**config.mk**
```make
export PLATFORM = sky130hd
export DESIGN_NAME = regf_byte_unloader
export DESIGN_NICKNAME = d
export VERILOG_FILES = /design/src/rtl/regf_byte_unloader.sv
export SDC_FILE = /design/constraint.sdc
export NUM_CORES = 1
export LEC_CHECK = 0
export ABC_AREA = 1
export CORE_MARGIN = 2
export CORE_UTILIZATION = 45
export CTS_CLUSTER_SIZE = 10
export DETAILED_ROUTE_END_ITERATION = 8
export PLACE_DENSITY = 0.77
export RECOVER_POWER = 50
export SYNTH_ARGS = -nofsm -noshare
export SYNTH_HDL_FRONTEND = slang
export SYNTH_SLANG_ARGS = --single-unit
export TNS_END_PERCENT = 50
```
**constraint.sdc**
```tcl
create_clock -name clk -period 1.84 [get_ports clk]
set_input_delay 0.46 -clock clk [delete_from_list [all_inputs] [get_ports clk]]
set_output_delay 0.46 -clock clk [all_outputs]
set_load 0.01 [all_outputs]
```
**src/rtl/regf_byte_unloader.sv**
```systemverilog
// Captures {Y,X} on load and streams it MSB byte first over valid/ready; dout_valid rises 1 cycle after load.
// Holds dout/byte_idx while valid&!ready; optional GAP idle cycles after each accepted byte; hex digits for byte and bytes left.
module regf_byte_unloader #(
  parameter int GAP    = 0,
  parameter int NBYTES = 8
) (
  input  logic        clk,
  input  logic        rst_n,
  input  logic        load,
  input  logic [31:0] X,
  input  logic [31:0] Y,
  output logic [7:0]  dout,
  output logic        dout_valid,
  input  logic        dout_ready,
  output logic        busy,
  output logic        done,
  output logic [2:0]  byte_idx,
  output logic [6:0]  _7seg0,
  output logic [6:0]  _7seg1,
  output logic [6:0]  _7seg2
);

  typedef enum logic [1:0] {ST_IDLE, ST_SEND, ST_GAP} state_t;

  localparam logic [3:0] GAP_W    = 4'(GAP);
  localparam logic [2:0] LAST_IDX = 3'(NBYTES - 1);

  state_t      r_state;
  logic [63:0] r_sreg;
  logic        r_valid;
  logic        r_busy;
  logic        r_done;
  logic [2:0]  r_idx;
  logic [3:0]  r_gap;
  logic [3:0]  w_rem;

  always_ff @(posedge clk or negedge rst_n) begin
    if (!rst_n) begin
      r_state <= ST_IDLE;
      r_sreg  <= '0;
      r_valid <= 1'b0;
      r_busy  <= 1'b0;
      r_done  <= 1'b0;
      r_idx   <= '0;
      r_gap   <= '0;
    end else begin
      r_done <= 1'b0;
      case (r_state)
        ST_IDLE: begin
          if (load) begin
            r_sreg  <= {Y, X};
            r_idx   <= '0;
            r_valid <= 1'b1;
            r_busy  <= 1'b1;
            r_state <= ST_SEND;
          end
        end
        ST_SEND: begin
          if (dout_ready) begin
            r_idx <= r_idx + 3'd1;
            // The final byte is not shifted out so dout keeps showing it while idle.
            if (r_idx == LAST_IDX) begin
              r_valid <= 1'b0;
              r_busy  <= 1'b0;
              r_done  <= 1'b1;
              r_state <= ST_IDLE;
            end else begin
              r_sreg <= {r_sreg[55:0], 8'h00};
              if (GAP_W != 4'd0) begin
                r_valid <= 1'b0;
                r_gap   <= GAP_W;
                r_state <= ST_GAP;
              end
            end
          end
        end
        ST_GAP: begin
          r_gap <= r_gap - 4'd1;
          if (r_gap == 4'd1) begin
            r_valid <= 1'b1;
            r_state <= ST_SEND;
          end
        end
        default: r_state <= ST_IDLE;
      endcase
    end
  end

  assign dout       = r_sreg[63:56];
  assign dout_valid = r_valid;
  assign busy       = r_busy;
  assign done       = r_done;
  assign byte_idx   = r_idx;
  assign w_rem      = r_busy ? (4'd8 - {1'b0, r_idx}) : 4'd0;

  hex7seg u_seg0 (.i_hex(dout[3:0]), .o_seg(_7seg0));
  hex7seg u_seg1 (.i_hex(dout[7:4]), .o_seg(_7seg1));
  hex7seg u_seg2 (.i_hex(w_rem),     .o_seg(_7seg2));

endmodule

// Hex digit to 7-segment, active-high, bit order {g,f,e,d,c,b,a}.
module hex7seg (
  input  logic [3:0] i_hex,
  output logic [6:0] o_seg
);
  always_comb begin
    o_seg = 7'h00;
    case (i_hex)
      4'h0: o_seg = 7'h3F;
      4'h1: o_seg = 7'h06;
      4'h2: o_seg = 7'h5B;
      4'h3: o_seg = 7'h4F;
      4'h4: o_seg = 7'h66;
      4'h5: o_seg = 7'h6D;
      4'h6: o_seg = 7'h7D;
      4'h7: o_seg = 7'h07;
      4'h8: o_seg = 7'h7F;
      4'h9: o_seg = 7'h6F;
      4'hA: o_seg = 7'h77;
      4'hB: o_seg = 7'h7C;
      4'hC: o_seg = 7'h39;
      4'hD: o_seg = 7'h5E;
      4'hE: o_seg = 7'h79;
      4'hF: o_seg = 7'h71;
      default: o_seg = 7'h00;
    endcase
  end
endmodule
```
# == Yosys cells after proc, flatten, opt, wreduce, memory -nomap -nowiden ==
# Memories as Yosys holds them, arrays and structs flattened.
# Cells that the tools add are included.
# classes
addsub,3
n_eq_ne,9
n_mux,22
n_reduce_logical,8
# op_table
op,count
64-bit 2-to-1 mux,3
64-bit case mux with 2 select lines,1
4-bit AND reduction,3
2-bit != test (second input constant),5
2-bit 2-to-1 mux,4
1-bit 2-to-1 mux,7
3-bit 2-to-1 mux,2
2-bit case mux with 3 select lines,1
3-bit case mux with 2 select lines,1
5-bit AND reduction,1
4-bit by 1-bit == test with 1-bit output (second input constant),1
4-bit 2-to-1 mux,1
4-bit by 1-bit subtractor with 4-bit output (second input constant),1
4-bit by 3-bit subtractor with 4-bit output (first input constant),1
3-bit by 1-bit adder with 3-bit output (second input constant),1
3-bit == test (second input constant),1
1-bit case mux with 3 select lines,1
3-bit AND reduction,1
3-bit nonzero test,1
2-bit by 1-bit == test with 1-bit output (second input constant),1
2-bit == test (second input constant),1
2-bit logical NOT,1
1-bit case mux with 2 select lines,1
2-bit nonzero test,1
# totals
regBits,76
rom_bits,336
input_bits,68
output_inout_bits,35
n_memories,3
# mem_list
name,words,word_bits,rd,rd_ports_with_merged_regs,write_ports,line_no,rtl
(name not given),16,7,1,0,0,109,case (i_hex)
(name not given),16,7,1,0,0,109,
(name not given),16,7,1,0,0,109,

# == Logic depth before layout (Yosys ltp) ==
# Gate-level depths: netlist of run 1.
# logic_depth
word_depth,4
ltp_mapped,9
depth_no_buf,9

# == Hierarchy ==
# From an unflattened synthesis of run 1, not the netlist that was laid out.
# unflattened
hier_cells,652
hier_area_um2,4286.6
# by_module_without_submodules
module,n_inst,cells_per_inst,area_per_inst_um2,seq_area_each_um2
regf_byte_unloader,1,496,3475.8,1726.7
hex7seg,3,52,270.3,0.0

# == Worst setup path after synthesis of run 1 ==
# Ideal clock, no wire load.
# synth_path
path_kind,register to output
startpoint,register r_idx[0] (netlist: byte_idx[0])
endpoint,output _7seg2[1]
arrival_ps,1550
required_time_ps,1380
slack_ps,-170
path_stages_with_launch,8
n_path_buf,0
cell_sequence,dfrtp_1 > inv_1 > ha_1 > nand2_1 > inv_1 > ha_1 > o21ai_0 > nand2_1
# synth_between
elab_chain_len,3
# synth_rtl
item,line_no,rtl
"start, declared",33,logic [2:0] r_idx;
"start signal, assigned",60,r_idx <= r_idx + 3'd1;
4-bit by 3-bit subtractor with 4-bit output,94,"assign w_rem = r_busy ? (4'd8 - {1'b0, r_idx}) : 4'd0;"
4-bit 2-to-1 mux,94,
memory 16 x 7 bit,n/a,
"end, declared",20,output logic [6:0] _7seg2
# No other way between the ends.

# == Worst setup path after layout of run 1 ==
# layout_path
startpoint,register r_idx[1] (netlist: byte_idx[1])
endpoint,output _7seg2[5]
# The elaborated chain is that of the path after synthesis.

==> results.yml, run 1 <==
synthesis:
  ys_async_sr_fraction: 1.00
  ys_seq_area_frac: 0.423
  synth.net_count: 599
  synth_cell_types: 23
  synth_ff_type: "dfrtp_1"
  synth_warnings: 0
  synth-seq-cells: 69
  syn_avg_cell_area_um2: 8.05
  syn_area_um2: 4080
  syn_inst: 507
  synth_edf_count: 0
floorplanning:
  start_util: 0.466
  die_x_um: 99.2
  die_y_um: 99.2
  io_pins: 103
  core_um2: 8760
  rows: 34
  die_area_um2: 9850
finish:
  nFillCells: 630
  nets: 759
  drive_above_1_share: 0.399
  synthToLayoutAreaGrowth_pct: 58.2
  antenna_cells: 0
sta:
  finalSetupViolCount: 88
  drv_slew: 0
  setup_tns_ns: -15.03
  setup_slack_ns: -0.507
  rsz0062_at_grt: "true"
  fin_crit_ns: 2.35
  clock.fmax_mhz: 426
  relSlewSlack: 0.381
  finClkSkew_ns: 0.0129
  worstMarginPinSlew_ns: 0.928
  holdWs_ns: 0.347
  min_period_over_period: 1.28
  hold_viol_final: 0
worst_setup_path:
  reg2reg_to: "r_sreg[26]"
  crit_path_end_kind: "output pin"
  crit_type: "register to output pin"
  r2r_start: "dout_valid"
  r2r_cells: 10
  cp.arrival_ns: 1.89
  start_kind: "register"
  critical_path_required_ns: 1.38
  worstPathMaxFanout: 4
  reg2reg_slack_ns: -0.22
global_routing:
  grt_pass1_vias: 4050
  gr-usage-all-layers: 0.237
  grt_max_degree: 70
  grt_overflow: 0
  grt_pass1_wl_mm: 18.9
  antenna_found_initial: 0
drt:
  detail_route.wl_per_cell_um: 16.9
  first_iter_violations: 297
  vias_per_cell: 5.46
  detail-route-antenna-nets: 0
  dr_total_vias: 4255
  route.detailed.drc: 0
  firstDrtPassIters: 7
  drt-total-wl_mm: 13.2
power_and_ir_drop:
  peakVddDrop_v: 0.000703
  p_per_area_nw_per_um2: 1740
  leakage_nw: 2.95
clock_tree:
  hold_buffers: 0
  h-tree-depth: 3
  clkLatencyLatePin_ns: 0.35
  clkSinkCount: 69
  clock_path_buffers: 2
  cts_tree: "yes"
  cts.reportedPaths.clkPinSlew_ns: 0.07
  cts.root.buffer_cell: "clkbuf_8"
  cts_inserted_buffers: 9
place:
  dpl_worst_slack_ns: -0.500
  gp_congestion: 0.954
  port_buffers: 102
  hpwl_mm: 7.04
flow_run:
  maxCapViolCount: 0
hold_path:
  min_path_type: "input pin to async pin"
run_status:
  failed_checks: "negative setup slack"
  status: "complete, but fails checks"
repair_timing:
item / CTS / global route
resized for setup: 192 / 63
pin swaps: 25 / 26
setup buffers: 24 / 13
hold endpoints to repair: 0 / 0
gates cloned: 2 / 4
endpoints found under the setup margin: 98 / 65
cells in the mapped netlist, types with 3 or more instances:
cell | count | area [µm²]
nand3_1 | 19 | 95.1
inv_1 | 27 | 101
nand4_1 | 4 | 25.0
clkbuf_1 | 11 | 41.3
buf_4 | 11 | 82.6
dfrtp_1 | 69 | 1730
nor2_1 | 7 | 26.3
nand2_1 | 123 | 462
ha_1 | 24 | 300
o21ai_1 | 28 | 140
o21ai_0 | 100 | 500
buf_6 | 10 | 113
or2_2 | 56 | 350
clkbuf_2 | 3 | 15.0
where the power goes:
group	internal [mW]	leakage [nW]	switching, mW	total [mW]
logic	3.46	1.99	3.70	7.16
registers	2.21	0.850	0.504	2.71
clock network	0.763	0.110	0.590	1.35
per-layer routing:
metal | wire [µm] | GRT usage | up-vias
li1 | - | - | 1978
met1 | 4940 | 0.278 | 2054
met3 | 859 | 0.0513 | 29
met2 | 7090 | 0.432 | 194
met4 | 302 | 0.0727 | 0
met5 | 0 | 0 | -
metrics by stage:
step           area (µm²)  instances   util  total power, mW
2_1_floorplan        4130        507      -             5.62
3_3_place_gp         5410        725  0.617             7.72
3_5_place_dp         5410        725  0.617             7.92
4_1_cts              6090        767  0.695             10.0
5_1_grt              6450        780  0.737             11.9
6_report             6450        780  0.737             11.2
layout make-up:
type | count | area (µm²) | share of cell area
flip-flops and latches | 69 | 1730 | 0.268
inverters | 28 | 124 | 0.0192
repair buffers | 186 | 1800 | 0.279
clock buffers | 10 | 128 | 0.0198
clock inverters | 6 | 87.6 | 0.0136
well taps | 108 | 135 | 0.0209
multi-input cells | 373 | 2450 | 0.379
cell usage in the layout, fill, tap and decap left out, drive strengths merged:
| cell type | n |
|---|---|
| clkdlybuf4s25 | 1 |
| nand2 | 125 |
| a32oi | 2 |
| or2 | 56 |
| o21ai | 129 |
| o21bai | 2 |
| nand3 | 19 |
| dlygate4sd2 | 8 |
| dfrtp | 69 |
| clkdlybuf4s50 | 67 |
| clkinv | 4 |
| inv | 27 |
| a31oi | 2 |
| buf | 101 |
| dlymetal6s2s | 2 |
| nand4 | 5 |
| clkbuf | 15 |
| clkinvlp | 1 |
| nor2 | 7 |
| bufbuf | 2 |
| ha | 24 |
| a21oi | 2 |
| bufinv | 2 |
state kept, by name (all words and copies together) (netlist names):
name	count
r_sreg	64
byte_idx	3
done	1
dout_valid	1
kinds of logic (layout without fill, tap and decap cells):
logic type                 Yosys count  count (layout)  synth area share
buffers and inverters               65             230            0.0898
DFF                                 69              69             0.423
and+or+nand+nor                    212             212             0.241
adders and majority gates           24              24            0.0736
AOI/OAI and AO/OA                  137             137             0.173
worst max-delay path, cell delays in order (launching register included):
cell	delay, ns
dfrtp_1	0.38
inv_2	0.07
ha_4	0.32
nand2_8	0.08
buf_6	0.13
ha_4	0.15
inv_2	0.06
nand2_2	0.08
nand3_2	0.10
nand2_2	0.06
buf_6	0.12
worst max-delay path by stage:
stage | startpoint | endpoint | cells past startpoint
after floorplan | byte_idx[0] | _7seg2[3] | 8
after global placement | byte_idx[0] | _7seg2[5] | 9
after detailed placement | byte_idx[0] | _7seg2[5] | 9
after CTS | byte_idx[0] | _7seg2[1] | 8
after global routing | byte_idx[0] | _7seg2[5] | 10
final | byte_idx[1] | _7seg2[5] | 10
Power figures use the tool's default switching activity.
==> run 2: changes to the inputs <==
Settings changed: ABC_CLOCK_PERIOD_IN_PS set to 1840.
==> results of run 2 <==
Final layout, timing and power as in run 1 (identical DEF).
==> run 3: changes to the inputs <==
Settings changed: CTS_CLUSTER_DIAMETER set to 50, SLEW_MARGIN set to 15.
==> results of run 3 <==
Final layout, timing and power as in run 1 (identical DEF).
